<file path="config.mk">
export PLATFORM = sky130hd
export DESIGN_NAME = tile_judge_flat
export DESIGN_NICKNAME = d
export VERILOG_FILES = /design/src/rtl/tile_judge_if.sv /design/src/rtl/tile_judge.sv /design/src/flat_wrapper.sv
export SDC_FILE = /design/constraint.sdc
export NUM_CORES = 1
export LEC_CHECK = 0
export ABC_AREA = 1
export ABC_CLOCK_PERIOD_IN_PS = 3600
export CAP_MARGIN = 40
export CORE_ASPECT_RATIO = 0.75
export CORE_MARGIN = 3
export CORE_UTILIZATION = 53
export CTS_BUF_LIST = sky130_fd_sc_hd__clkbuf_16
export DETAILED_ROUTE_END_ITERATION = 6
export GPL_ROUTABILITY_DRIVEN = 0
export HOLD_SLACK_MARGIN = 0.06
export PLACE_DENSITY = 0.91
export SLEW_MARGIN = 20
export SYNTH_ARGS = -nofsm -noshare
export SYNTH_HDL_FRONTEND = slang
export SYNTH_SLANG_ARGS = --single-unit
</file>
<file path="constraint.sdc">
create_clock -name CLOCK_50 -period 3.6 [get_ports CLOCK_50]
set_input_delay 0.72 -clock CLOCK_50 [delete_from_list [all_inputs] [get_ports CLOCK_50]]
set_output_delay 0.72 -clock CLOCK_50 [all_outputs]
set_load 0.01 [all_outputs]
</file>
<file path="src/rtl/tile_judge_if.sv">
// Bundles the tile-stream and pushbutton inputs with the judge's score/lives outputs.
// master = tile generator / board side, slave = the judge.
interface tile_judge_if #(
  parameter int SCORE_W = 8
);
  logic               tick;
  logic [3:0]         row;
  logic [3:0]         KEY;
  logic [3:0]         pending;
  logic [SCORE_W-1:0] score;
  logic [7:0]         combo;
  logic [2:0]         lives;
  logic               hit_pulse;
  logic               miss_pulse;
  logic               game_over;

  modport master (
    output tick, row, KEY,
    input  pending, score, combo, lives, hit_pulse, miss_pulse, game_over
  );

  modport slave (
    input  tick, row, KEY,
    output pending, score, combo, lives, hit_pulse, miss_pulse, game_over
  );
endinterface

</file>
<file path="src/rtl/tile_judge.sv">
// Piano-tiles judge: synchronizes pushbuttons, judges presses against the row at the hit
// line, and keeps score, combo and lives until lives run out.
module tile_judge #(
  parameter int SCORE_W = 8,
  parameter int LIVES   = 3
) (
  input  logic         CLOCK_50,
  input  logic         resetn,
  tile_judge_if.slave  judge_io
);

  typedef enum logic [1:0] {
    IDLE,
    PLAY,
    OVER
  } state_t;

  localparam logic [SCORE_W-1:0] SCORE_MAX  = '1;
  localparam logic [2:0]         LIVES_INIT = 3'(LIVES);

  function automatic logic [2:0] popcount4(input logic [3:0] v);
    return 3'(v[0]) + 3'(v[1]) + 3'(v[2]) + 3'(v[3]);
  endfunction

  state_t             state_q, state_d;
  logic               armed_q, armed_d;
  logic [3:0]         s1_q, s2_q, s3_q;
  logic [3:0]         pending_q, pending_d;
  logic [SCORE_W-1:0] score_q, score_d;
  logic [7:0]         combo_q, combo_d;
  logic [2:0]         lives_q, lives_d;
  logic               hitPulse_q, hitPulse_d;
  logic               missPulse_q, missPulse_d;
  logic               gameOver_q, gameOver_d;

  logic [3:0]         press;
  logic [3:0]         rowNow;
  logic [3:0]         hits;
  logic               leftover;
  logic               wrongPress;
  logic               miss;
  logic [2:0]         hitCount;
  logic [SCORE_W:0]   scoreSum;
  logic [8:0]         comboSum;

  always_ff @(posedge CLOCK_50) begin
    if (!resetn) begin
      state_q     <= IDLE;
      armed_q     <= 1'b0;
      s1_q        <= 4'b0;
      s2_q        <= 4'b0;
      s3_q        <= 4'b0;
      pending_q   <= 4'b0;
      score_q     <= '0;
      combo_q     <= 8'd0;
      lives_q     <= LIVES_INIT;
      hitPulse_q  <= 1'b0;
      missPulse_q <= 1'b0;
      gameOver_q  <= 1'b0;
    end else begin
      state_q     <= state_d;
      armed_q     <= armed_d;
      s1_q        <= ~judge_io.KEY;
      s2_q        <= s1_q;
      s3_q        <= s2_q;
      pending_q   <= pending_d;
      score_q     <= score_d;
      combo_q     <= combo_d;
      lives_q     <= lives_d;
      hitPulse_q  <= hitPulse_d;
      missPulse_q <= missPulse_d;
      gameOver_q  <= gameOver_d;
    end
  end

  // The tick replaces the row before presses are judged, so a press coinciding
  // with a tick always lands on the new row.
  always_comb begin
    state_d     = state_q;
    armed_d     = armed_q;
    pending_d   = pending_q;
    score_d     = score_q;
    combo_d     = combo_q;
    lives_d     = lives_q;
    hitPulse_d  = 1'b0;
    missPulse_d = 1'b0;
    press       = s2_q & ~s3_q;
    rowNow      = judge_io.tick ? judge_io.row : pending_q;
    leftover    = judge_io.tick & (|pending_q);
    hits        = press & rowNow;
    wrongPress  = |(press & ~rowNow);
    miss        = leftover | wrongPress;
    hitCount    = popcount4(hits);
    scoreSum    = {1'b0, score_q} + (SCORE_W + 1)'(hitCount);
    comboSum    = {1'b0, combo_q} + 9'(hitCount);

    case (state_q)
      IDLE: begin
        if (|press) begin
          armed_d = 1'b1;
        end
        if (judge_io.tick && armed_q) begin
          pending_d = judge_io.row;
          armed_d   = 1'b0;
          state_d   = PLAY;
        end
      end

      PLAY: begin
        pending_d  = rowNow & ~hits;
        hitPulse_d = |hits;
        score_d    = scoreSum[SCORE_W] ? SCORE_MAX : scoreSum[SCORE_W-1:0];
        if (miss) begin
          missPulse_d = 1'b1;
          combo_d     = 8'd0;
          lives_d     = (lives_q == 3'd0) ? 3'd0 : lives_q - 3'd1;
          if (lives_d == 3'd0) begin
            state_d = OVER;
          end
        end else begin
          combo_d = comboSum[8] ? 8'hFF : comboSum[7:0];
        end
      end

      OVER: begin
        state_d = OVER;
      end

      default: begin
        state_d = IDLE;
      end
    endcase

    gameOver_d = (state_d == OVER);
  end

  assign judge_io.pending    = pending_q;
  assign judge_io.score      = score_q;
  assign judge_io.combo      = combo_q;
  assign judge_io.lives      = lives_q;
  assign judge_io.hit_pulse  = hitPulse_q;
  assign judge_io.miss_pulse = missPulse_q;
  assign judge_io.game_over  = gameOver_q;

endmodule
</file>
<file path="src/flat_wrapper.sv">
// flat-port wrapper written by rule: the top's interface ports become plain ports
module tile_judge_flat 
#(
  parameter int SCORE_W = 8,
  parameter int LIVES   = 3
)
  (CLOCK_50, resetn, judge_io_tick, judge_io_row, judge_io_KEY, judge_io_pending, judge_io_score, judge_io_combo, judge_io_lives, judge_io_hit_pulse, judge_io_miss_pulse, judge_io_game_over);
  tile_judge_if #(.SCORE_W(SCORE_W)) judge_io_i ();
  input  logic CLOCK_50;
  input  logic resetn;
  input wire logic [$bits(judge_io_i.tick)-1:0] judge_io_tick;
  input wire logic [$bits(judge_io_i.row)-1:0] judge_io_row;
  input wire logic [$bits(judge_io_i.KEY)-1:0] judge_io_KEY;
  output wire logic [$bits(judge_io_i.pending)-1:0] judge_io_pending;
  output wire logic [$bits(judge_io_i.score)-1:0] judge_io_score;
  output wire logic [$bits(judge_io_i.combo)-1:0] judge_io_combo;
  output wire logic [$bits(judge_io_i.lives)-1:0] judge_io_lives;
  output wire logic [$bits(judge_io_i.hit_pulse)-1:0] judge_io_hit_pulse;
  output wire logic [$bits(judge_io_i.miss_pulse)-1:0] judge_io_miss_pulse;
  output wire logic [$bits(judge_io_i.game_over)-1:0] judge_io_game_over;
  assign judge_io_i.tick = judge_io_tick;
  assign judge_io_i.row = judge_io_row;
  assign judge_io_i.KEY = judge_io_KEY;
  assign judge_io_pending = judge_io_i.pending;
  assign judge_io_score = judge_io_i.score;
  assign judge_io_combo = judge_io_i.combo;
  assign judge_io_lives = judge_io_i.lives;
  assign judge_io_hit_pulse = judge_io_i.hit_pulse;
  assign judge_io_miss_pulse = judge_io_i.miss_pulse;
  assign judge_io_game_over = judge_io_i.game_over;
  tile_judge #(.SCORE_W(SCORE_W), .LIVES(LIVES)) u_core (.CLOCK_50(CLOCK_50), .resetn(resetn), .judge_io(judge_io_i));
endmodule
</file>
# Word-level counts from Yosys, hierarchy flattened
# Index checks and enable logic that the tools add are counted.
[word_totals] output_inout_bits=26 ff_bits=41 in_bits=11 wordCells=60
[op_classes] n_reduce_logical=14 n_eq_ne=4 add_sub_neg=6 bitwise_logic=10 muxes=14
[ops] cell="$mux 8" count=3
[ops] cell="$add 8x3->9" count=2
[ops] cell="$and 4x4->4" count=4
[ops] cell="$not 4->4" count=4
[ops] cell="$reduce_or 4->1" count=4
[ops] cell="$mux 4" count=2
[ops] cell="$pmux 4 s2" count=1
[ops] cell="$reduce_and 2->1" count=4
[ops] cell="$add 3x1->3" count=2
[ops] cell="$logic_not 3->1" count=2
[ops] cell="$mux 2" count=3
[ops] cell="$pmux 2 s3" count=1
[ops] cell="$eq 2x2->1 const B" count=2
[ops] cell="$reduce_bool 2->1" count=2
[ops] cell="$mux 1" count=3
[ops] cell="$mux 3" count=1
[ops] cell="$sub 3x1->3 const B" count=1
[ops] cell="$add 1x1->2" count=1
[ops] cell="$eq 2x1->1 const B" count=1
[ops] cell="$logic_not 2->1" count=1
[ops] cell="$ne 2x1->1 const B" count=1
[ops] cell="$and 1x1->1" count=1
[ops] cell="$logic_and 1x1->1" count=1
[ops] cell="$or 1x1->1" count=1

# Logic depth before layout (Yosys ltp)
[depth] ltp_word=9 ltp_mapped=19 ltp_nobuf=19

# Worst setup path before layout
# No wires, ideal clock.
[synth_path] kind="input -> register" startpoint="input port judge_io_tick" endpoint="register u_core.combo_q[4] (netlist: u_core.judge_io.combo[4])" path_buffers=0 required_time_ps=3528 path_stages=18 arrival_ps=3080 slack_ps=448 cell_sequence="inv_2 -> nand2_1 -> and2_2 -> nor2_1 -> ha_1 -> inv_1 -> fa_1 -> inv_1 -> ha_1 -> inv_1 -> fa_1 -> inv_1 -> nand2_1 -> nand2_1 -> nand3_2 -> nand3_1 -> nand2_1 -> a21oi_1"
[synth_between] elab_chain_cells=8
[synth_rtl] item="from (decl)" line_no="flat_wrapper.sv:11" source="input wire logic [$bits(judge_io_i.tick)-1:0] judge_io_tick;"
[synth_rtl] item="$mux 4" line_no="tile_judge.sv:88" source="rowNow = judge_io.tick ? judge_io.row : pending_q;"
[synth_rtl] item="$and 4x4->4" line_no="tile_judge.sv:90" source="hits = press & rowNow;"
[synth_rtl] item="$add 1x1->2" line_no="tile_judge.sv:22" source="return 3'(v[0]) + 3'(v[1]) + 3'(v[2]) + 3'(v[3]);"
[synth_rtl] item="$add 3x1->3 (2 in series)" line_no="tile_judge.sv:22"
[synth_rtl] item="$add 8x3->9" line_no="tile_judge.sv:95" source="comboSum = {1'b0, combo_q} + 9'(hitCount);"
[synth_rtl] item="$mux 8" line_no="tile_judge.sv:121" source="combo_d = comboSum[8] ? 8'hFF : comboSum[7:0];"
[synth_rtl] item="$mux 8 (*)" line_no="tile_judge.sv:113" source="if (miss) begin"
[synth_rtl] item="to (signal assigned)" line_no="tile_judge.sv:68" source="combo_q <= combo_d;"
[synth_rtl] item="to (decl)" line_no="tile_judge.sv:30" source="logic [7:0] combo_q, combo_d;"
# Mark *: on every way between the ends. The rest lies on a longest branch, timed or not.
# A chain may end at the register's enable or synchronous reset.

# Worst setup path after layout
[layout_path] startpoint="input port judge_io_row[0]" endpoint="register u_core.combo_q[5] (netlist: u_core.judge_io.combo[5])"
[layout_between] elab_chain_cells=8
[layout_rtl] item="from (decl)" line_no="flat_wrapper.sv:12" source="input wire logic [$bits(judge_io_i.row)-1:0] judge_io_row;"
[layout_rtl] item="$mux 4 (*)" line_no="tile_judge.sv:88"
[layout_rtl] item="$and 4x4->4" line_no="tile_judge.sv:90"
[layout_rtl] item="$add 1x1->2" line_no="tile_judge.sv:22"
[layout_rtl] item="$add 3x1->3 (2 in series)" line_no="tile_judge.sv:22"
[layout_rtl] item="$add 8x3->9" line_no="tile_judge.sv:95"
[layout_rtl] item="$mux 8" line_no="tile_judge.sv:121"
[layout_rtl] item="$mux 8 (*)" line_no="tile_judge.sv:113"
# Marks and branches as above.

==> flow_metrics.env <==
export IMPL_outcome="finished with violations"
export IMPL_violations="DRC"
export IMPL_leakage_nw=1.31
export IMPL_clk_pin_slew_ps=60
export IMPL_grt_pass1_wl_mm=8.39
export IMPL_worstSetupPathType="input port to flip-flop"
export IMPL_rows=19
export IMPL_final_cell_mix="nand2_1 (80), inv_1 (45), dfxtp_1 (41)"
export IMPL_ios=37
export IMPL_vias=2200
export IMPL_setup_viol=0
export IMPL_synth_xor_area_share_pct=0.809
export IMPL_grt_use_met3_pct=5.41
export IMPL_initial_core_util_pct=57.3
export IMPL_syn_cell_area_um2=2170
export IMPL_cp_arrival_ps=3710
export IMPL_busiest_layer="met2"
export IMPL_final_common_cell="nand2_1"
export IMPL_cts_sinks=41
export IMPL_fin_crit_sh_pct=97.5
export IMPL_grt_pass1_vias=1882
export IMPL_htreeDepth=2
export IMPL_clockRootBuffer="clkbuf_16"
export IMPL_core_um2=3780
export IMPL_area_growth_pct=35.1
export IMPL_min_path_type="flip-flop to flip-flop"
export IMPL_die_height_um=61.4
export IMPL_wl_mm=5.58
export IMPL_drt_first_pass_iters=7
export IMPL_tightest_slew_ps=654
export IMPL_rr_worst_depth=18
export IMPL_diodes=0
export IMPL_drtAntennaViolNets=0
export IMPL_worstPathRequired_ps=3800
export IMPL_via_per_inst=5.37
export IMPL_synth_simple_area_share_pct=34.8
export IMPL_slew_violations=0
export IMPL_wire_per_inst_um=13.6
export IMPL_grt_overflow_total=0
export IMPL_drtIter0Drc=246
export IMPL_cp_slowest_stage_delay_ps=490
export IMPL_synth_compound_area_share_pct=9.30
export IMPL_cpMaxStageDelayCell="clkdlybuf4s50_1"
export IMPL_synthAdderAreaFrac_pct=7.39
export IMPL_critPathMaxFanout=7
export IMPL_hold_viol=0
export IMPL_rrSetupSlack_ps=570
export IMPL_synthCells=306
export IMPL_crit_family="adder cells"
export IMPL_yosys_register_bits=41
export IMPL_yosysTopAreaCell="dfxtp_1"
export IMPL_dpl_hpwl_mm=3.59
export IMPL_setup_ws_ps=88.5
export IMPL_synth_area_leaders="dfxtp_1 (38%), nand2_1 (14%), inv_1 (8.1%), nand3_1 (5.3%), a21oi_1 (4.6%)"
export IMPL_fin_crit_ps=3510
export IMPL_fp_dieW_um=79.8
export IMPL_worstHoldPathCells=2
export IMPL_portBuffers=36
export IMPL_cp_start_kind="input port"
export IMPL_place_ws_ps=-435
export IMPL_drive_above_1_share_pct=16.8
export IMPL_maxCapViolations=0
export IMPL_final_nets=379
export IMPL_r2r_end="u_core.judge_io.combo[5]"
export IMPL_grtUsageMet1_pct=28.3
export IMPL_met2_usage_pct=37.7
export IMPL_syn_area_per_cell_um2=7.08
export IMPL_clock_skew_final_ps=3.86
export IMPL_timing_slew_headroom_pct=56.1
export IMPL_hold_ws_ps=411
export IMPL_die_area_um2=4900
export IMPL_irDropWorstVdd_v=0.000361
export IMPL_hp_start="u_core.s1_q[1]"
export IMPL_p_per_area_nw_per_um2=390
export IMPL_path_cells="clkdlybuf4s50_1 -> nand2_1 -> and2_4 -> nor2_4 -> ha_1 -> inv_1 -> fa_1 -> inv_2 -> ha_2 -> inv_1 -> fa_2 -> inv_2 -> nand2_2 -> nand2_4 -> nand3_4 -> nand3_1 -> nand2_1 -> a21oi_2"
export IMPL_synth_mux_area_share_pct=0
export IMPL_synth_distinct_cells=35
export IMPL_cts_tree="built"
export IMPL_synth_top_family_by_area="simple AND/OR/NAND/NOR gates"
export IMPL_grt_start_max_net_pins=24
export IMPL_hold_path_end="u_core.s2_q[1]"
export IMPL_numCtsBuffers=5
export IMPL_crit_buf_inv=5
export IMPL_syn_nets=328
export IMPL_clk_latency_ps=280
export IMPL_synth_top_area_share_pct=37.9
export IMPL_timing_fmax_ghz=0.285
export IMPL_reg2reg_from="u_core.s2_q[0]"
export IMPL_hold_buffers=0
export IMPL_antenna_found_initial=0
export IMPL_critPathCaptureType="flip-flop"
export IMPL_yosys_warnings=0
export IMPL_clockBufferDepth=2
export IMPL_yosysSeqAreaShare_pct=37.9
export IMPL_grt_usage_pct=22.3
export IMPL_drc=1
-- cell type report --
class	instances	area, um2
Multi-Input combinational cell	209	1220
Fill cell	247	853
Sequential cell	41	821
Timing Repair Buffer	50	464
Inverter	50	188
Clock buffer	5	125
Tap cell	52	65.1
Clock inverter	3	46.3
-- worst max path at each step --
| stage | cells after the start | startpoint | endpoint | slack (ps) |
|---|---|---|---|---|
| after floorplan | 18 | judge_io_tick | u_core.judge_io.combo[4] | 450 |
| after detailed placement | 18 | judge_io_tick | u_core.judge_io.combo[5] | -440 |
| after CTS | 18 | judge_io_row[1] | u_core.judge_io.combo[5] | 20 |
| final | 18 | judge_io_row[0] | u_core.judge_io.combo[5] | 90 |
| after global placement | 18 | judge_io_tick | u_core.judge_io.combo[7] | -210 |
| after global routing | 20 | judge_io_row[0] | u_core.judge_io.combo[7] | -80 |
-- stage by stage --
step	utilization [%]	total power, mW	instance area [um2]	TNS [ps]	instances
2_1_floorplan	-	0.575	2170	0	306
3_3_place_gp	70.5	0.631	2660	-2340	401
3_5_place_dp	70.5	0.635	2660	-4350	401
4_1_cts	75.4	1.14	2850	0	409
5_1_grt	77.4	1.18	2930	-366	410
6_report	77.4	1.14	2930	0	410
-- flip-flops by register name, summed over array words and instances (netlist names), 2 cells and up --
| name | cells |
|---|---|
| u_core.judge_io.combo | 8 |
| u_core.s1_q | 4 |
| u_core.judge_io.lives | 3 |
| u_core.judge_io.pending | 4 |
| u_core.judge_io.score | 8 |
| u_core.s3_q | 4 |
| u_core.s2_q | 4 |
| u_core.state_q | 2 |
-- cell usage after synthesis, drive strengths merged --
library cell,number
a21o,1
a21oi,20
a31oi,3
and2,3
buf,2
clkbuf,4
clkinv,1
dfxtp,41
fa,3
ha,8
inv,49
nand2,87
nand3,28
nand3b,3
nand4,4
nor2,27
nor3,4
nor4,1
o211ai,1
o21ai,9
o21bai,1
o31ai,2
or2,2
xor2,2
-- worst min-delay path, delay by kind of cell, from the launching register on --
family                 cells  cell delay, ps
flip-flops                 1             300
AND/OR/NAND/NOR            1              40
buffers and inverters      1              40
-- power breakdown --
group	total [mW]	internal, mW	switching, mW
registers	0.487	0.472	0.0148
clock network	0.504	0.328	0.176
logic	0.151	0.0651	0.0862
total	1.14	0.864	0.277
-- layer usage --
metal	up-vias	routed length (um)
met5	-	0
met1	1009	2410
met3	19	387
li1	1074	-
met2	98	2590
met4	0	185
-- cells by family after synthesis --
kind of cell	after synthesis
DFF	41
AOI/OAI and AO/OA	37
xor gates and xnor gates	2
adders and majority gates	11
buffers and inverters	56
and+or+nand+nor	159
-- what timing repair did --
action	CTS	global route
endpoints found under the setup margin	8	16
resized for setup	5	21
pin swaps	0	6
setup buffers	0	1
Power figures use the tool's default switching activity.
